File: config.mk
export PLATFORM = sky130hd
export DESIGN_NAME = clause_data_flat
export DESIGN_NICKNAME = d
export VERILOG_FILES = /design/src/rtl/clause_data_if.sv /design/src/rtl/clause_data.sv /design/src/flat_wrapper.sv
export SDC_FILE = /design/constraint.sdc
export NUM_CORES = 1
export LEC_CHECK = 0
export CORE_MARGIN = 4
export CORE_UTILIZATION = 35
export CTS_CLUSTER_SIZE = 25
export DETAILED_ROUTE_END_ITERATION = 10
export PLACE_DENSITY = 0.55
export SYNTH_ARGS = -nofsm -noshare
export SYNTH_HDL_FRONTEND = slang
export SYNTH_SLANG_ARGS = --single-unit
File: constraint.sdc
create_clock -name clk -period 15.5 [get_ports clk]
set_input_delay 1.55 -clock clk [delete_from_list [all_inputs] [get_ports clk]]
set_output_delay 1.55 -clock clk [all_outputs]
set_load 0.005 [all_outputs]
File: src/rtl/clause_data_if.sv
// clause_data_if: groups the capture strobes, snapshot inputs, read indices
// and decoded/aggregate outputs of clause_data. clk/rst are kept outside.
// Strobes carry no handshake: a strobe sampled high is always accepted.
interface clause_data_if #(
    parameter int NUM_VARS         = 8,
    parameter int NUM_LVLS         = 8,
    parameter int WIDTH_LVL        = 16,
    parameter int WIDTH_BIN_ID     = 10,
    parameter int WIDTH_VAR_STATES = 19,
    parameter int WIDTH_LVL_STATES = 11
) ();
    localparam int VI = (NUM_VARS > 1) ? $clog2(NUM_VARS) : 1;
    localparam int LI = (NUM_LVLS > 1) ? $clog2(NUM_LVLS) : 1;

    logic                                   set_clause_i;
    logic [NUM_VARS*2-1:0]                  clause_i;
    logic                                   set_vs_i;
    logic [WIDTH_VAR_STATES*NUM_VARS-1:0]   vs_i;
    logic                                   set_ls_i;
    logic [WIDTH_LVL_STATES*NUM_LVLS-1:0]   ls_i;
    logic [VI-1:0]                          var_idx_i;
    logic [LI-1:0]                          lvl_idx_i;

    logic [1:0]                             lit_o;
    logic [2:0]                             vs_value_o;
    logic [WIDTH_LVL-1:0]                   vs_lvl_o;
    logic [WIDTH_BIN_ID-1:0]                ls_dcd_bin_o;
    logic                                   ls_has_bkt_o;
    logic [VI:0]                            clause_len_o;
    logic                                   lit_err_o;
    logic [VI:0]                            assigned_cnt_o;
    logic [WIDTH_LVL-1:0]                   max_lvl_o;
    logic [LI:0]                            bkt_cnt_o;

    // Load controller / testbench side
    modport master (
        output set_clause_i, clause_i, set_vs_i, vs_i, set_ls_i, ls_i,
               var_idx_i, lvl_idx_i,
        input  lit_o, vs_value_o, vs_lvl_o, ls_dcd_bin_o, ls_has_bkt_o,
               clause_len_o, lit_err_o, assigned_cnt_o, max_lvl_o, bkt_cnt_o
    );

    // clause_data side
    modport slave (
        input  set_clause_i, clause_i, set_vs_i, vs_i, set_ls_i, ls_i,
               var_idx_i, lvl_idx_i,
        output lit_o, vs_value_o, vs_lvl_o, ls_dcd_bin_o, ls_has_bkt_o,
               clause_len_o, lit_err_o, assigned_cnt_o, max_lvl_o, bkt_cnt_o
    );
endinterface

File: src/rtl/clause_data.sv
// clause_data: snapshot-and-decode observation block for one SAT-engine bin.
// Three independent snapshot registers (clause, var states, lvl states) are
// loaded by their strobes; per-index fields and aggregate statistics are
// decoded from the snapshots and registered, giving 2-cycle strobe-to-output
// and 1-cycle index-to-output latency.
// Optional macro CLAUSE_DATA_DISPLAY_EN adds simulation-only capture logging;
// the hardware behaviour is the same with or without it.
// WIDTH_VAR_STATES must equal 3+WIDTH_LVL, WIDTH_LVL_STATES must equal
// WIDTH_BIN_ID+1.
module clause_data #(
    parameter int NUM_VARS         = 8,
    parameter int NUM_LVLS         = 8,
    parameter int WIDTH_LVL        = 16,
    parameter int WIDTH_BIN_ID     = 10,
    parameter int WIDTH_VAR_STATES = 19,
    parameter int WIDTH_LVL_STATES = 11
) (
    input  logic           clk,
    input  logic           rst,
    clause_data_if.slave   bus
);
    localparam int VI = (NUM_VARS > 1) ? $clog2(NUM_VARS) : 1;
    localparam int LI = (NUM_LVLS > 1) ? $clog2(NUM_LVLS) : 1;
    localparam logic [VI:0] ONE_V = 1;
    localparam logic [LI:0] ONE_L = 1;

    // Snapshot registers
    logic [NUM_VARS*2-1:0]                clause_q, clause_d;
    logic [WIDTH_VAR_STATES*NUM_VARS-1:0] vs_q, vs_d;
    logic [WIDTH_LVL_STATES*NUM_LVLS-1:0] ls_q, ls_d;

    // Registered outputs
    logic [1:0]              lit_q, lit_d;
    logic [2:0]              vs_value_q, vs_value_d;
    logic [WIDTH_LVL-1:0]    vs_lvl_q, vs_lvl_d;
    logic [WIDTH_BIN_ID-1:0] ls_dcd_bin_q, ls_dcd_bin_d;
    logic                    ls_has_bkt_q, ls_has_bkt_d;
    logic [VI:0]             clause_len_q, clause_len_d;
    logic                    lit_err_q, lit_err_d;
    logic [VI:0]             assigned_cnt_q, assigned_cnt_d;
    logic [WIDTH_LVL-1:0]    max_lvl_q, max_lvl_d;
    logic [LI:0]             bkt_cnt_q, bkt_cnt_d;

    // Snapshot next-state: load the full vector on its strobe, else hold
    always_comb begin
        clause_d = bus.set_clause_i ? bus.clause_i : clause_q;
        vs_d     = bus.set_vs_i     ? bus.vs_i     : vs_q;
        ls_d     = bus.set_ls_i     ? bus.ls_i     : ls_q;
    end

    // Per-index decode and aggregate statistics from the current snapshots;
    // an index with no matching entry leaves the per-index fields at zero
    always_comb begin
        lit_d          = '0;
        vs_value_d     = '0;
        vs_lvl_d       = '0;
        ls_dcd_bin_d   = '0;
        ls_has_bkt_d   = 1'b0;
        clause_len_d   = '0;
        lit_err_d      = 1'b0;
        assigned_cnt_d = '0;
        max_lvl_d      = '0;
        bkt_cnt_d      = '0;
        for (int i = 0; i < NUM_VARS; i++) begin
            // Literal codes: 00 absent, 10 pos, 01 neg, 11 illegal (still counted)
            if (clause_q[2*i +: 2] != 2'b00) begin
                clause_len_d = clause_len_d + ONE_V;
            end
            if (clause_q[2*i +: 2] == 2'b11) begin
                lit_err_d = 1'b1;
            end
            // Value bits [1:0] non-zero means assigned (conflict included)
            if (vs_q[i*WIDTH_VAR_STATES+WIDTH_LVL +: 2] != 2'b00) begin
                assigned_cnt_d = assigned_cnt_d + ONE_V;
                if (vs_q[i*WIDTH_VAR_STATES +: WIDTH_LVL] > max_lvl_d) begin
                    max_lvl_d = vs_q[i*WIDTH_VAR_STATES +: WIDTH_LVL];
                end
            end
            if (int'(bus.var_idx_i) == i) begin
                lit_d      = clause_q[2*i +: 2];
                vs_value_d = vs_q[i*WIDTH_VAR_STATES+WIDTH_LVL +: 3];
                vs_lvl_d   = vs_q[i*WIDTH_VAR_STATES +: WIDTH_LVL];
            end
        end
        for (int j = 0; j < NUM_LVLS; j++) begin
            if (ls_q[j*WIDTH_LVL_STATES]) begin
                bkt_cnt_d = bkt_cnt_d + ONE_L;
            end
            if (int'(bus.lvl_idx_i) == j) begin
                ls_dcd_bin_d = ls_q[j*WIDTH_LVL_STATES+1 +: WIDTH_BIN_ID];
                ls_has_bkt_d = ls_q[j*WIDTH_LVL_STATES];
            end
        end
    end

    // State registers; reset clears snapshots and outputs and beats strobes
    always_ff @(posedge clk) begin
        if (rst) begin
            clause_q       <= '0;
            vs_q           <= '0;
            ls_q           <= '0;
            lit_q          <= '0;
            vs_value_q     <= '0;
            vs_lvl_q       <= '0;
            ls_dcd_bin_q   <= '0;
            ls_has_bkt_q   <= 1'b0;
            clause_len_q   <= '0;
            lit_err_q      <= 1'b0;
            assigned_cnt_q <= '0;
            max_lvl_q      <= '0;
            bkt_cnt_q      <= '0;
        end else begin
            clause_q       <= clause_d;
            vs_q           <= vs_d;
            ls_q           <= ls_d;
            lit_q          <= lit_d;
            vs_value_q     <= vs_value_d;
            vs_lvl_q       <= vs_lvl_d;
            ls_dcd_bin_q   <= ls_dcd_bin_d;
            ls_has_bkt_q   <= ls_has_bkt_d;
            clause_len_q   <= clause_len_d;
            lit_err_q      <= lit_err_d;
            assigned_cnt_q <= assigned_cnt_d;
            max_lvl_q      <= max_lvl_d;
            bkt_cnt_q      <= bkt_cnt_d;
        end
    end

    assign bus.lit_o          = lit_q;
    assign bus.vs_value_o     = vs_value_q;
    assign bus.vs_lvl_o       = vs_lvl_q;
    assign bus.ls_dcd_bin_o   = ls_dcd_bin_q;
    assign bus.ls_has_bkt_o   = ls_has_bkt_q;
    assign bus.clause_len_o   = clause_len_q;
    assign bus.lit_err_o      = lit_err_q;
    assign bus.assigned_cnt_o = assigned_cnt_q;
    assign bus.max_lvl_o      = max_lvl_q;
    assign bus.bkt_cnt_o      = bkt_cnt_q;

`ifdef CLAUSE_DATA_DISPLAY_EN
    // Simulation-only log of every accepted capture
    always @(posedge clk) begin
        if (!rst && bus.set_clause_i) begin
            $write("set_clause:");
            for (int i = 0; i < NUM_VARS; i++) begin
                case (bus.clause_i[2*i +: 2])
                    2'b10:   $write(" +%0d", i + 1);
                    2'b01:   $write(" -%0d", i + 1);
                    2'b11:   $write(" ?%0d", i + 1);
                    default: ;
                endcase
            end
            $write("\n");
        end
        if (!rst && bus.set_vs_i) begin
            for (int i = 0; i < NUM_VARS; i++) begin
                $display("set_vs: var %0d value %b implied %0d lvl %0d", i,
                         bus.vs_i[i*WIDTH_VAR_STATES+WIDTH_LVL +: 2],
                         bus.vs_i[i*WIDTH_VAR_STATES+WIDTH_LVL+2],
                         bus.vs_i[i*WIDTH_VAR_STATES +: WIDTH_LVL]);
            end
        end
        if (!rst && bus.set_ls_i) begin
            for (int j = 0; j < NUM_LVLS; j++) begin
                $display("set_ls: lvl %0d dcd_bin %0d has_bkt %0d", j,
                         bus.ls_i[j*WIDTH_LVL_STATES+1 +: WIDTH_BIN_ID],
                         bus.ls_i[j*WIDTH_LVL_STATES]);
            end
        end
    end
`endif

endmodule

File: src/flat_wrapper.sv
// flat-port wrapper written by rule: the top's interface ports become plain ports
module clause_data_flat 
#(
    parameter int NUM_VARS         = 8,
    parameter int NUM_LVLS         = 8,
    parameter int WIDTH_LVL        = 16,
    parameter int WIDTH_BIN_ID     = 10,
    parameter int WIDTH_VAR_STATES = 19,
    parameter int WIDTH_LVL_STATES = 11
)
  (clk, rst, bus_set_clause_i, bus_clause_i, bus_set_vs_i, bus_vs_i, bus_set_ls_i, bus_ls_i, bus_var_idx_i, bus_lvl_idx_i, bus_lit_o, bus_vs_value_o, bus_vs_lvl_o, bus_ls_dcd_bin_o, bus_ls_has_bkt_o, bus_clause_len_o, bus_lit_err_o, bus_assigned_cnt_o, bus_max_lvl_o, bus_bkt_cnt_o);
  clause_data_if #(.NUM_VARS(NUM_VARS), .NUM_LVLS(NUM_LVLS), .WIDTH_LVL(WIDTH_LVL), .WIDTH_BIN_ID(WIDTH_BIN_ID), .WIDTH_VAR_STATES(WIDTH_VAR_STATES), .WIDTH_LVL_STATES(WIDTH_LVL_STATES)) bus_i ();
  input  logic clk;
  input  logic rst;
  input wire logic [$bits(bus_i.set_clause_i)-1:0] bus_set_clause_i;
  input wire logic [$bits(bus_i.clause_i)-1:0] bus_clause_i;
  input wire logic [$bits(bus_i.set_vs_i)-1:0] bus_set_vs_i;
  input wire logic [$bits(bus_i.vs_i)-1:0] bus_vs_i;
  input wire logic [$bits(bus_i.set_ls_i)-1:0] bus_set_ls_i;
  input wire logic [$bits(bus_i.ls_i)-1:0] bus_ls_i;
  input wire logic [$bits(bus_i.var_idx_i)-1:0] bus_var_idx_i;
  input wire logic [$bits(bus_i.lvl_idx_i)-1:0] bus_lvl_idx_i;
  output wire logic [$bits(bus_i.lit_o)-1:0] bus_lit_o;
  output wire logic [$bits(bus_i.vs_value_o)-1:0] bus_vs_value_o;
  output wire logic [$bits(bus_i.vs_lvl_o)-1:0] bus_vs_lvl_o;
  output wire logic [$bits(bus_i.ls_dcd_bin_o)-1:0] bus_ls_dcd_bin_o;
  output wire logic [$bits(bus_i.ls_has_bkt_o)-1:0] bus_ls_has_bkt_o;
  output wire logic [$bits(bus_i.clause_len_o)-1:0] bus_clause_len_o;
  output wire logic [$bits(bus_i.lit_err_o)-1:0] bus_lit_err_o;
  output wire logic [$bits(bus_i.assigned_cnt_o)-1:0] bus_assigned_cnt_o;
  output wire logic [$bits(bus_i.max_lvl_o)-1:0] bus_max_lvl_o;
  output wire logic [$bits(bus_i.bkt_cnt_o)-1:0] bus_bkt_cnt_o;
  assign bus_i.set_clause_i = bus_set_clause_i;
  assign bus_i.clause_i = bus_clause_i;
  assign bus_i.set_vs_i = bus_set_vs_i;
  assign bus_i.vs_i = bus_vs_i;
  assign bus_i.set_ls_i = bus_set_ls_i;
  assign bus_i.ls_i = bus_ls_i;
  assign bus_i.var_idx_i = bus_var_idx_i;
  assign bus_i.lvl_idx_i = bus_lvl_idx_i;
  assign bus_lit_o = bus_i.lit_o;
  assign bus_vs_value_o = bus_i.vs_value_o;
  assign bus_vs_lvl_o = bus_i.vs_lvl_o;
  assign bus_ls_dcd_bin_o = bus_i.ls_dcd_bin_o;
  assign bus_ls_has_bkt_o = bus_i.ls_has_bkt_o;
  assign bus_clause_len_o = bus_i.clause_len_o;
  assign bus_lit_err_o = bus_i.lit_err_o;
  assign bus_assigned_cnt_o = bus_i.assigned_cnt_o;
  assign bus_max_lvl_o = bus_i.max_lvl_o;
  assign bus_bkt_cnt_o = bus_i.bkt_cnt_o;
  clause_data #(.NUM_VARS(NUM_VARS), .NUM_LVLS(NUM_LVLS), .WIDTH_LVL(WIDTH_LVL), .WIDTH_BIN_ID(WIDTH_BIN_ID), .WIDTH_VAR_STATES(WIDTH_VAR_STATES), .WIDTH_LVL_STATES(WIDTH_LVL_STATES)) u_core (.clk(clk), .rst(rst), .bus(bus_i));
endmodule
== Word level (Yosys, flattened, before mapping) ==
Index checks and enable logic that the tools add are counted.
Storage, ports and cells
  flip-flop bits (word level): 317
  latch bits: 0
  memory bits (writable): 0
  ROM bits: 0
  input bits: 267
  word-level logic and storage cells: 170
  memories: 0
Cells by class
  $add $sub $neg: 21
  multipliers: 0
  div/mod/pow operators: 0
  order comparisons: 8
  equal/unequal tests: 22
  shift-type cells: 0
  mux-type cells: 88
  bitwise operators: 0
  reduce and logical (&&, ||, !) cells: 18
Operator list (number)
  16-bit two-way mux: 24
  16-bit > comparator: 7
  4-bit two-way mux: 21
  10-bit two-way mux: 8
  4-bit by 1-bit adder with 4-bit output (second input constant): 18
  2-bit nonzero test: 16
  3-bit == test (second input constant): 8
  3-bit two-way mux: 8
  1-bit two-way mux: 19
  2-bit == test (second input constant): 8
  16-bit by 1-bit > comparator with 1-bit output (second input constant): 1
  2-bit two-way mux: 8
  3-bit by 2-bit == test with 1-bit output (second input constant): 4
  1-bit by 1-bit adder with 2-bit output (second input constant): 3
  3-bit by 1-bit == test with 1-bit output (second input constant): 2
  3-bit logical NOT: 2

== Longest topological paths before layout ==
Gate-level depths: netlist of run 1.
  depth after elaboration: 24
  depth in mapped cells: 104
  depth with buffers taken out: 93

== Worst setup path after synthesis of run 1 ==
Ideal clock, no wire load.
  kind: register to register
  start: reg u_core.vs_q[17]
  end: reg u_core.max_lvl_q[12] (netlist: u_core.bus.max_lvl_o[12])
  setup time: 0.071 ns
  data arrival time: 16.875 ns
  required time: 15.429 ns
  slack: -1.445 ns
  cell stages (with the launch flop): 98
  period minus slack after synthesis: 16.945 ns
  path through: dfxtp_1 or2_2 buf_2 buf_1 nand2_1 ha_1 nand4_1 nor2_2 nand4_2 o2111a_1 nor2_1 buf_2 buf_1 nand2_1 o21ai_0 inv_1 ha_1 nand4_1 (+62 left out) nor2b_1 o21ai_0 nand2b_1 a21oi_1 nor2b_1 o21ai_0 nand2b_1 a21oi_1 nor2b_1 o21ai_0 a21boi_0 o21ai_0 inv_1 o21a_1 clkbuf_1 clkbuf_1 a221o_1 a21oi_1
On the way
  word-level cells in the longest chain between the ends: 23
Ends and longest elaborated chain
  from (decl): line clause_data.sv:29  | logic [WIDTH_VAR_STATES*NUM_VARS-1:0] vs_q, vs_d;
  from (signal assigned): line clause_data.sv:114  | vs_q <= vs_d;
  2-bit nonzero test (*): line clause_data.sv:73  | if (vs_q[i*WIDTH_VAR_STATES+WIDTH_LVL +: 2] != 2'b00) begin
  16-bit two-way mux (*): line clause_data.sv:73
  16-bit > comparator: line clause_data.sv:75  | if (vs_q[i*WIDTH_VAR_STATES +: WIDTH_LVL] > max_lvl_d) begin
  16-bit two-way mux: line clause_data.sv:75
  16-bit two-way mux (*): line clause_data.sv:73
  16-bit > comparator: line clause_data.sv:75
  16-bit two-way mux: line clause_data.sv:75
  16-bit two-way mux (*): line clause_data.sv:73
  (+7 left out)
  16-bit two-way mux: line clause_data.sv:75
  16-bit two-way mux (*): line clause_data.sv:73
  16-bit > comparator: line clause_data.sv:75
  16-bit two-way mux: line clause_data.sv:75
  16-bit two-way mux (*): line clause_data.sv:73
  16-bit > comparator: line clause_data.sv:75
  16-bit two-way mux: line clause_data.sv:75
  16-bit two-way mux (*): line clause_data.sv:73
  to (signal assigned): line clause_data.sv:124  | max_lvl_q <= max_lvl_d;
  to (decl): line clause_data.sv:41  | logic [WIDTH_LVL-1:0] max_lvl_q, max_lvl_d;
Every way passes the cells marked *; elsewhere a longest branch is shown, timed or not.
A chain may end at the register's enable or synchronous reset.

== Worst setup path after layout of run 1 ==
  start: reg u_core.vs_q[16]
  end: reg u_core.max_lvl_q[14] (netlist: u_core.bus.max_lvl_o[14])
The elaborated chain is that of the path after synthesis.

==> impl.org, run 1 <==
** Pwr
- Total power for the finished layout comes to between 2 and 3 mW.
- The worst-case IR drop observed on VDD is 0.0000962 V.
- Clock network fraction of design power :: 32.7%
- The analysis attributes to cell leakage a power of 10.9 nW.
- Share of total power consumed by net switching :: 31.4%
- Power share of the combinational group :: between 30% and 40%
- PD cells :: 113 nW/um^2
- In this run, flip-flops and latches consume 33.0% of the power.
- Switching power of the nets :: 898 uW
- Internal power comes to 1.96 mW.

** STA
- The final count of hold timing violations was 0.
- The worst pin sits at a relative slew slack of roughly 25%.
- Final setup violating endpoints :: 0
- The worst path in the final design needs a cycle of 15100 ps, including I/O delays and setup.
- Final setup slack of the worst path :: 402 ps
- Dividing the final minimum period by the clock period gives 97.4%.
- Setup repair after global routing could not meet its margin everywhere.
- Maximum clock frequency :: 66.2 MHz
- On the final layout, the worst clock skew is 30.1 ps.
- Final max-slew violation count :: 0
- Worst Max-Slew Pin Slew :: 1100 ps

** Setup path
- The worst register-to-register path ends at u_core.bus.max_lvl_o[14].
- The largest individual stage delay along the critical path comes from the cell or3_4.
- Worst r2r src :: u_core.vs_q[16]
- Broken down by cell family, the worst path's largest delay share belongs to compound AO/OA/AOI/OAI gates.
- Counting stages on the worst path, the most repeated cell is a21oi_2.
- The worst setup path is captured at a flop.
- Startpoint type of the worst setup path :: flop
- Data arrival time at the worst-slack endpoint :: approximately 16000 ps
- Crit path buffers/inverters :: 14
- Worst R2R Setup Slack :: 400 ps
- For the worst flop-to-flop path, the logic depth is 91.
- Required @ worst endpoint :: between 15000 and 20000 ps
- Along the worst path, the maximum fanout reaches 11.
- The critical path is of the reg2reg type.
- For this run, the slowest stage of the critical path takes 410 ps.

** Floorplan
- Core Rows :: 82
- Height of the die :: 235 um
- The die covers between 50000 and 60000 um^2.
- Starting Density :: between 30% and 40%
- Number of top-level pins :: 328
- From left edge to right edge, the die measures 235 um.
- After floorplanning, the core was sized to cover roughly 50000 um^2.

** Yosys
- Area of the mapped netlist :: 18000 um^2
- In the synthesized netlist the async set-or-reset flop fraction comes to 0%.
- Counting flops with a built-in enable in the synthesized netlist gives 0.
- Post-synth top area cell :: dfxtp_1
- Number of nets in the synthesized netlist :: 2385
- Counting instances in the post-synthesis netlist gives the leading cell types as 365 x nor2_1, 317 x dfxtp_1, 300 x mux2i_1.
- Total number of yosys warnings :: 0
- The netlist uses 73 different library cells.
- Average size of a mapped cell :: 9.02 um^2
- Leading cell types by total area after synthesis :: dfxtp_1 35%, mux2i_1 17%, ha_1 8.6%, nor2_1 7.6%, mux4_2 3.8%
- Post-synthesis cell count :: 1994
- In the synthesized netlist the dominant register cell turns out to be dfxtp_1.
- Sequential share of the synthesized area :: 35.3%
- Among all cell types in the netlist, the one instantiated most often is nor2_1.
- Flop and latch count out of synthesis :: 317
- Of the post-synthesis cell area, the dominant cell type holds between 30% and 40%.

** Placement
- At the end of routability-driven placement, the weighted congestion stood at 0.896.
- Input and output buffers added on the ports amount to 327.
- Before CTS, the worst setup slack after placement is -724 ps.
- Once detailed placement completed, the half-perimeter wirelength came to 47.6 mm.

** Job
- Max Cap Viol :: 0

** Detailed routing
- For this block, the via count after detailed routing is 16500.
- Final routed wirelength across all metal layers :: 64.1 mm
- Count of routing violations after the opening detailed-route iteration :: 1228
- Via density per instance :: 5.25
- Dividing the detail-routed wire length by the instance count gives 20.4 um.
- For this run, the detailed router's first-pass iteration total came to 5.
- The detail route stage leaves a number of antenna-violating nets equal to 0.
- After detailed routing, the number of remaining DRC violations is 0.

** Cells and area
- Of the cells placed in the final design, the portion with a size suffix greater than 1 is a little under a fifth.
- Layout Utilization :: 50.1%
- Signed area change from the synthesized netlist to the final layout :: 40.8%
- For this run, the post-layout net count is ~2800.
- Total of fill cells in the finished design :: 4725

** Global routing
- Wire length of the first global-routing pass :: 97.4 mm
- Number of global-route vias before repair :: 16400
- Overall Global Routing Usage :: between 20% and 30%
- The initial antenna violation count came to 14.
- Entering global routing, the biggest net connects 132 pins.
- For this run the aggregate overflow at the end of global routing stands at 0.

** Clock network
- Clock latency on the worst-skew pair :: around 570 ps
- TritonCTS clock tree :: yes
- No sink is reached through more buffers than the 3 on the longest clock path.
- The clock tree synthesis step divided the H-tree into 2 levels.
- After clock tree synthesis, the clock-pin slew on the worst setup and hold paths is 60 ps.
- CTS saw 317 sinks.
- In this run, CTS created clock tree buffers numbering 38.
- The tree is rooted in a clkbuf_16.

** Min path
- For hold timing, the worst endpoint is u_core.ls_q[32].
- Min-Delay Path Class :: reg2reg
- Number of cells on the worst hold path :: 2
- Worst Min Path Start :: u_core.ls_q[32]

** Status
- Outcome :: finished, final reports clean
flip-flops by register name, indices dropped and copies added (netlist names):
signal and flops:
u_core.bus.lit_o 2, u_core.bus.max_lvl_o 16, u_core.bus.bkt_cnt_o 4, u_core.bus.lit_err_o 1
u_core.bus.ls_dcd_bin_o 10, u_core.bus.clause_len_o 4, u_core.clause_q 16, u_core.vs_q 152
u_core.ls_q 88, u_core.bus.assigned_cnt_o 4, u_core.bus.ls_has_bkt_o 1, u_core.bus.vs_value_o 3
u_core.bus.vs_lvl_o 16
what timing repair did:
| action | CTS | global route |
|---|---|---|
| endpoints found under the setup margin | 16 | 16 |
| gates cloned | 2 | 2 |
| hold buffers | 0 | 0 |
| gates resized for setup | 56 | 127 |
| setup buffers | 17 | 25 |
| pin swaps | 24 | 73 |
metrics by stage:
stage               setup TNS [ps]  cells  cell area (um^2)  hold WS, ps
detailed placement          -10320   3016             22800          478
finish                           0   3136             25300          490
CTS                              0   3103             24500          492
floorplan                        0   1994             18100          455
global placement              -714   3016             22800          467
global route                 -6140   3131             25300          518
cells in the final DEF, fill, tap and decap left out, types with 16 or more instances in the layout:
master,count
ha_1,103
o21ai_0,83
nand4_1,19
nand2_1,84
xor2_1,19
inv_1,72
a221o_1,42
nor2_1,359
buf_4,170
ha_4,18
a21oi_2,20
clkbuf_16,40
mux4_2,30
o22ai_1,25
mux2i_1,285
xnor2_1,24
mux2_2,20
a2111oi_0,20
a21oi_1,88
a21o_1,16
clkdlybuf4s50_1,322
dfxtp_1,315
metal layers:
layer / routed length [um] / track usage (%)
met5: 103 / 0
met1: 27500 / 28.0
met3: 4580 / 6.04
met4: 1400 / 5.30
met2: 30500 / 37.1
worst register-to-register path: cells and delay by family (launching register included):
family          cells  cell delay (ps)
flops               1              360
compound gates     35             5750
buf+inv            14             1900
mux                 4             1080
simple gates       31             4280
fa+ha+maj           7             1610
power groups by stage:
stage	Combinational (mW)	Sequential, mW	Clock (mW)
after floorplan	0.516	0.933	0
after global placement	0.840	0.957	0
after detailed placement	0.859	0.956	0
after CTS	0.901	0.940	0.958
after global routing	1.08	0.950	0.986
final	0.983	0.942	0.934
layout make-up:
class / count / area [um^2] / share of cell area (%)
diodes: 6 / 15.0 / 0.0593
clock buffers: 56 / 1100 / 4.34
clock inverters: 12 / 210 / 0.830
inverters: 80 / 300 / 1.19
multi-input cells: 1478 / 11700 / 46.1
flip-flops and latches: 317 / 6350 / 25.1
well taps: 672 / 841 / 3.32
repair buffers: 515 / 4830 / 19.1
worst max path at each step:
| stage | startpoint | to | depth (start not counted) |
|---|---|---|---|
| after floorplan | u_core.vs_q[17] | u_core.bus.max_lvl_o[12] | 92 |
| after global placement | u_core.vs_q[16] | u_core.bus.max_lvl_o[1] | 95 |
| after detailed placement | u_core.vs_q[16] | u_core.bus.max_lvl_o[1] | 93 |
| after CTS | u_core.vs_q[17] | u_core.bus.max_lvl_o[14] | 94 |
| after global routing | u_core.vs_q[17] | u_core.bus.max_lvl_o[6] | 96 |
| final | u_core.vs_q[16] | u_core.bus.max_lvl_o[14] | 91 |
logic make-up after synthesis:
logic type | synth area share [%]
AO/OA/AOI/OAI | 13.9
flip-flops | 35.3
XOR/XNOR | 2.10
buffers and inverters | 4.29
AND/OR/NAND/NOR | 13.7
adder cells (fa/ha/maj) | 8.74
multiplexers | 22.0
No activity file was read; power rests on OpenSTA's default activity.
==> run 2: changes to the inputs <==
--- a/config.mk
+++ b/config.mk
@@ -9,7 +9,7 @@
 export CORE_UTILIZATION = 35
 export CTS_CLUSTER_SIZE = 25
 export DETAILED_ROUTE_END_ITERATION = 10
-export PLACE_DENSITY = 0.55
+export PLACE_DENSITY = 0.53
 export SYNTH_ARGS = -nofsm -noshare
 export SYNTH_HDL_FRONTEND = slang
 export SYNTH_SLANG_ARGS = --single-unit
==> constraint.sdc (replaced) <==
create_clock -name clk -period 17.96 [get_ports clk]
set_input_delay 1.796 -clock clk [delete_from_list [all_inputs] [get_ports clk]]
set_output_delay 1.796 -clock clk [all_outputs]
set_load 0.005 [all_outputs]
==> run 2 against run 1 <==
Net effect:
- worst setup slack gained 1100 ps
- critical path depth shrank 4
- sequential cell count is the same
- clock power shrank 19%
- via count is 4.1% lower
- cell count decreased by 5.0%
- non-clock buffer count is 151 lower
- critical path type unchanged
- largest cell class unchanged
==> impl.org, run 2 (synthesis results as in run 1) <==
** Status
- The run finished with clean final reports.

** Global routing
- GR Overflow Total :: 0 (unchanged)
- Maximum number of pins on one net before global-route repair :: 148 (+12%)
- Number of global-route vias before repair :: 15800 (-3.3%)
- The overall fraction of global-route tracks in use is 21.8% (-0.23 points).
- Wire length of the first global-routing pass :: 95.4 mm (-2.0%)
- Number of antenna violations at the first check in global routing :: 11 (-3)

** STA
- The final critical-path required period was 16480 ps (+1380 ps).
- The worst setup skew after layout was 30.7 ps (+0.599 ps).
- Maximum clock frequency :: 60.7 MHz (-8.4%)
- Final worst-path cycle share :: 91.8% (-5.6 points)
- The final number of max-transition violations came to 0 (unchanged).
- Final setup violating endpoints :: 0 (unchanged)
- Final hold vios :: 0 (unchanged)
- The worst max-slew margin expressed relative to the limit is 30.3% (+5.4 points).
- Worst Max-Slew Pin Slew :: 1020 ps (-79.6 ps)

** Detailed routing
- The remaining antenna violation count after routing was 0 (unchanged).
- Detail-routed net length per standard cell :: 21.1 um (+3.5%)
- Count of routing violations after the opening detailed-route iteration :: 877 (-29%)
- Via count :: 15800 (-4.1%)
- Detailed Routing Iterations Pass 1 :: 5 (unchanged)
- Via density per instance :: 5.30 (+0.95%)
- The residual DRC count was 0 (unchanged).
- The total length of routed wires is 63.0 mm (-1.7%).

** Floorplan
- The die outline height came to 235 um (unchanged).
- Core box area :: 50500 um^2 (unchanged)
- Core Rows :: 82 (unchanged)
- The I/O pin count came to 328 (unchanged).
- Die outline width :: 235 um (unchanged)
- The initial core utilization is 35.6% (unchanged).
- The die area is 55000 um^2 (unchanged).

** Setup path
- The peak per-stage delay on the critical path was 450 ps (+40 ps).
- Largest fanout on the critical path :: 28 (+17)
- Required @ worst endpoint :: 18410 ps (+2440 ps)
- The signal arrival time at the worst endpoint is 16940 ps (+1370 ps).
- Startpoint-to-endpoint class of the critical path :: reg2reg
- Slowest cell on the critical path :: or3_4
- The worst setup path is launched from a flop.
- Worst Setup End Kind :: flop

** Clock network
- Number of buffers added by the clock tree synthesis step :: 38 (unchanged)
- The CTS sink count is 317 (unchanged).
- The worst-skew pair later-pin latency is 570 ps (about the same).
- Number of buffers on the longest clock path :: 3 (unchanged)
- TritonCTS built the clock tree.
- The number of H-tree levels came to 2 (unchanged).
- Clock slew at the register clock pins of the worst setup and hold paths :: 60 ps (about the same)
- Clock root buffer master :: clkbuf_16
- The post-cts hold buffer count was 0 (unchanged).

** Pwr
- Leakage power of the design :: 9.90 nW (-8.8%)
- Overall Power :: 2.27 mW (-21%)
- PD cells :: 97.1 nW/um^2 (-14%)
- Worst IR drop on VDD :: 0.0000718 V (-25%)

** Cells and area
- The register with the most flip-flops in the final layout is u_core.vs_q.
- The count of filler cells inserted in the layout came to 4890 (+3.5%).
- The library cell used most frequently in the layout, excluding fill and tap cells, is nor2_1.
- Layout Utilization :: 46.2% (-3.9 points)
- Post-Layout Cell Count :: 2980 (-5.0%)
- Largest registers :: u_core.vs_q: 152 flops, u_core.ls_q: 88 flops
- Layout cell share with drive strength beyond 1 :: 9.02% (-9.4 points)
- The area of all sequential standard cells came to 6350 um^2 (about the same).
- The number of flip-flops in the largest register is 152 (unchanged).
- The area of the multi-input gates is 11100 um^2 (-5.1%).
- In the layout the commonest cells are 362 x nor2_1, 322 x clkdlybuf4s50_1, 316 x dfxtp_1.
- Compared with the post-synthesis result, the final layout area differs by 29.8%.
- Final Net Count :: 2671 (-5.3%)

** Job
- Max Cap Viol :: 0 (unchanged)

** Min path
- Min-Delay Path Class :: reg2reg

** Placement
- The number of buffers added on ports came to 327 (unchanged).
- The half-perimeter wire length after placement was 47.6 mm (about the same).
- Placer's final routability congestion estimate :: 0.862 (-3.8%)
- Placed cells :: 2895 (-4.0%)
[run 2: changes by cell type in the layout (fill, tap and decap cells not counted), moves of 17 or more]
cell and delta:
ha_1 +21, ha_4 -18, a21oi_2 -17, buf_4 -137, a21oi_1 +17, o21ai_0 +26
[run 2: area by class of cell]
class / instances / share of cell area, %
multi-input cells: 1479 / 47.4
diodes: 3 / 0.0322
inverters: 80 / 1.29
flip-flops and latches: 317 / 27.2
repair buffers: 364 / 15.3
clock buffers: 52 / 4.51
well taps: 672 / 3.60
clock inverters: 13 / 0.654
[run 2: layer usage]
metal | GRT usage [%] | routed length (um) | up-vias
li1 | - | - | 7700
met4 | 4.83 | 1250 | 16
met5 | 0 | 122 | -
met2 | 36.9 | 29900 | 395
met1 | 28.2 | 28000 | 7586
met3 | 5.38 | 3770 | 89
[run 2: final timing paths]
kind	start	end	slack [ps]	depth (start not counted)
worst max register to register	u_core.vs_q[17]	u_core.bus.max_lvl_o[14]	1480	87
worst max-delay path	u_core.vs_q[17]	u_core.bus.max_lvl_o[14]	1480	87
worst min register to register	u_core.ls_q[31]	u_core.ls_q[31]	490	2
worst min-delay path	u_core.ls_q[31]	u_core.ls_q[31]	490	2
[run 2: where the power goes]
group | leakage (nW) | total (mW) | switching [mW] | internal (mW)
logic | 6.70 | 0.698 | 0.361 | 0.338
registers | 2.62 | 0.812 | 0.0511 | 0.761
clock network | 0.587 | 0.755 | 0.314 | 0.441
[run 2: what timing repair did]
action,4_1_cts,5_1_grt
endpoints found under the hold margin,0,0
gates resized for setup,0,43
setup endpoints to repair,0,16
setup buffers,0,14
[run 2: per-stage QoR]
step	setup WS [ps]	hold WS, ps	setup TNS [ps]	cell area [um^2]
3_3_place_gp	795	470	0	21800
2_1_floorplan	1010	455	0	18000
4_1_cts	210	494	0	23000
3_5_place_dp	338	480	0	21800
6_report	1480	491	0	23300
5_1_grt	-52.4	518	-187	23300
[run 2: worst max-delay path: cells and delay by family (launching register included)]
| kind | cells | cell delay, ps |
|---|---|---|
| AOI/OAI and AO/OA | 40 | 7800 |
| adders and majority gates | 7 | 1940 |
| buffers and inverters | 9 | 1160 |
| muxes | 4 | 1260 |
| and+or+nand+nor | 27 | 3820 |
| DFF | 1 | 350 |
==> run 3: changes to the inputs <==
--- a/config.mk
+++ b/config.mk
@@ -5,11 +5,11 @@
 export SDC_FILE = /design/constraint.sdc
 export NUM_CORES = 1
 export LEC_CHECK = 0
-export CORE_MARGIN = 4
 export CORE_UTILIZATION = 35
 export CTS_CLUSTER_SIZE = 25
 export DETAILED_ROUTE_END_ITERATION = 10
 export PLACE_DENSITY = 0.53
+export REMOVE_ABC_BUFFERS = 1
 export SYNTH_ARGS = -nofsm -noshare
 export SYNTH_HDL_FRONTEND = slang
 export SYNTH_SLANG_ARGS = --single-unit
==> run 3 against run 2 <==
Net effect:
- via count decreased by 0.85%
- highest routed layer is now met4
- sequential share of layout area about the same
- maximum frequency about the same
- wire length decreased by 7.0%
- core utilization increased by 0.15 points
- cell area increased by 0.11%
- die area decreased by 5.0%
- global-route usage increased by 0.087 points
- critical path depth increased by 4
==> impl.org, run 3 (synthesis results as in run 1) <==
** Clock network
- TritonCTS clock tree :: yes
- The TritonCTS buffer count is 39 (+2.6%).
- The worst-skew pair later-pin latency is 550 ps (-20 ps).
- The post-cts hold buffer count was 0 (unchanged).
- Clock tree synthesis selected as its root buffer the cell clkbuf_16.
- Number of buffers on the longest clock path :: 3 (unchanged)
- Sink count of the clock tree :: 317 (unchanged)
- The clock slew seen by the registers of the worst setup and hold paths is 60 ps (about the same).
- Count of H-tree levels built during CTS :: 2 (unchanged)

** Cells and area
- From synthesis to final layout, the design area changed by 30.0%.
- Layout cell share with drive strength beyond 1 :: 8.92% (-0.11 points)
- The count of filler cells inserted in the layout was 4848 (-0.86%).
- The summed area of non-filler cells in the final layout is 23400 um^2 (+0.11%).
- Post-Layout Cell Count :: 2982 (+0.067%)
- The diode insertion count for antenna repair is 0 (-3).
- The library cell used most frequently in the layout, excluding fill and tap cells, is nor2_1.
- The layout net count was 2670 (-0.037%).
- Largest registers :: u_core.vs_q: 152 flops, u_core.ls_q: 88 flops
- More flip-flops sit in one register than any other, and that register is u_core.vs_q.
- The number of flip-flops in the largest register is 152 (unchanged).
- Leaving out fill and tap cells, the most frequent cells in the layout are 363 x nor2_1, 322 x clkdlybuf4s50_1, 315 x dfxtp_1.

** Job
- The number of maximum-capacitance violations is 0 (unchanged).

** Pwr
- Leakage power of the design :: 9.96 nW (+0.54%)
- Worst IR drop on VDD :: 0.0000485 V (-33%)
- PD cells :: 97.4 nW/um^2 (+0.28%)

** Placement
- Placement Cell Area :: 21800 um^2 (+0.16%)
- The placer's final routability congestion estimate came to 0.890 (+3.2%).
- Detailed placer's ending HPWL :: 43.4 mm (-8.9%)
- Number of input and output port buffers inserted :: 327 (unchanged)
- The instance count after placement with tap cells included is 2897 (+0.069%).

** STA
- Final Skew :: 17.1 ps (-13.5 ps)
- Final setup violating endpoints :: 0 (unchanged)
- The final critical-path required period came to 16480 ps (-2.97 ps).
- The maximum operating frequency came to 60.7 MHz (about the same).
- The slew of the pin with the lowest slew margin is 1240 ps (+218 ps).
- Final worst-path cycle share :: 91.8% (about the same)
- The worst max-slew margin expressed relative to the limit was 15.3% (-15 points).
- The final count of hold timing violations came to 0 (unchanged).
- Final max-slew violation count :: 0 (unchanged)

** Global routing
- The overall fraction of global-route tracks in use was 21.8% (+0.087 points).
- Number of antenna violations at the first check in global routing :: 0 (-11)
- The remaining global-route overflow was 0 (unchanged).
- Wire length of the first global-routing pass :: 90.1 mm (-5.6%)
- Number of global-route vias before repair :: 15400 (-2.9%)
- The maximum number of pins on one net before global-route repair was 189 (+28%).

** Setup path
- Required @ worst endpoint :: 18430 ps (+20 ps)
- The worst setup path is captured at a flop.
- The worst setup path is launched from a flop.
- The slowest stage of the critical path is the dfxtp_2 cell.
- The endpoint identified for the worst register-to-register timing path is u_core.bus.max_lvl_o[6].
- The worst setup path is of the reg2reg kind.
- The count of cells along the worst register-to-register path was 91 (+4.6%).
- Worst R2R Setup Slack :: 1480 ps (about the same)
- Max stage delay on crit path :: 410 ps (-40 ps)
- Worst r2r src :: u_core.vs_q[17]
- Largest fanout on the critical path :: 20 (-29%)
- Data arrival time at the worst-slack endpoint :: 16950 ps (about the same)

** Detailed routing
- The via count came to 15700 (-0.85%).
- Detail-routed net length per standard cell :: 19.7 um (-7.0%)
- Antenna-violating nets left :: 0 (unchanged)
- The via density per instance was 5.25 (-0.92%).
- DRC violation count after routing :: 0 (unchanged)
- Detailed Routing Iterations Pass 1 :: 5 (unchanged)
- Final routed wirelength across all metal layers :: 58.6 mm (-7.0%)
- The count of routing violations after the opening detailed-route iteration is 992 (+13%).

** Floorplan
- The area inside the core boundary came to 50400 um^2 (-0.20%).
- The width of the die came to 229 um (-2.6%).
- The die outline height was 229 um (-2.6%).
- Core Rows :: 82 (unchanged)
- Starting Density :: 35.7% (+0.073 points)
- Number of top-level pins :: 328 (unchanged)
- The die area is 52300 um^2 (-5.0%).

** Min path
- The path with the worst hold slack has its endpoint at u_core.ls_q[24].
- Worst Min Path Start :: u_core.ls_q[24]
- The path class of the tightest hold or removal check is reg2reg.
- The worst hold path cell count is 2 (unchanged).

** Status
- The flow ran to the end, and the final reports show no timing, DRC or antenna violations.
==> run 3: layout make-up <==
cell class	instances	area, um^2	share of cell area [%]
Timing Repair Buffer	361	3560	15.3
Clock buffer	60	1160	4.95
Inverter	80	300	1.29
Clock inverter	12	116	0.498
Tap cell	672	841	3.60
Multi-Input combinational cell	1480	11000	47.2
Sequential cell	317	6350	27.2
==> run 3: how the worst max path moves through the flow <==
stage | startpoint | end | slack [ps] | cells past startpoint
floorplan | u_core.vs_q[17] | u_core.bus.max_lvl_o[10] | -180 | 89
global placement | u_core.vs_q[17] | u_core.bus.max_lvl_o[6] | 440 | 90
detailed placement | u_core.vs_q[17] | u_core.bus.max_lvl_o[6] | -40 | 92
CTS | u_core.vs_q[17] | u_core.bus.max_lvl_o[1] | 1 | 92
global route | u_core.vs_q[17] | u_core.bus.max_lvl_o[9] | -50 | 92
finish | u_core.vs_q[17] | u_core.bus.max_lvl_o[6] | 1480 | 91
==> run 3: through the flow <==
step	setup TNS, ps	util, %	hold slack, ps	worst slack, ps	total power [mW]
after floorplan	-2340	-	455	-180	1.21
after global placement	0	43.3	469	437	1.48
after global routing	-189	46.4	509	-48.7	2.42
after detailed placement	-182	43.3	478	-40.2	1.49
final	0	46.4	488	1480	2.27
after CTS	0	45.9	493	1.06	2.28
==> run 3: repair_timing <==
action / in CTS / in global routing
resized for setup: 1 / 36
gates cloned: 0 / 3
endpoints found under the setup margin: 13 / 16
pin swaps: 0 / 4
buffers inserted: 0 / 10
==> run 3: worst max-delay path: cells and delay by family, from the launching register on <==
kind                       cells  cell delay [ps]
AOI/OAI and AO/OA             38             7140
adders and majority gates      7             2030
buffers and inverters         11             1570
DFF                            1              410
muxes                          4             1300
and+or+nand+nor               31             3960
==> run 3: power breakdown <==
group	switching (mW)	total, mW	internal [mW]
combinational	0.354	0.689	0.335
sequential	0.0467	0.808	0.761
clock	0.317	0.778	0.461
total	0.718	2.27	1.56
==> run 3: routing by layer <==
metal	vias to the layer above	part of all wire, %	global-route usage, %
met5	-	0	0
met4	0	1.9	5.10
met3	71	4.7	3.19
met1	7493	46	29.0
li1	7702	-	-
met2	386	48	37.2
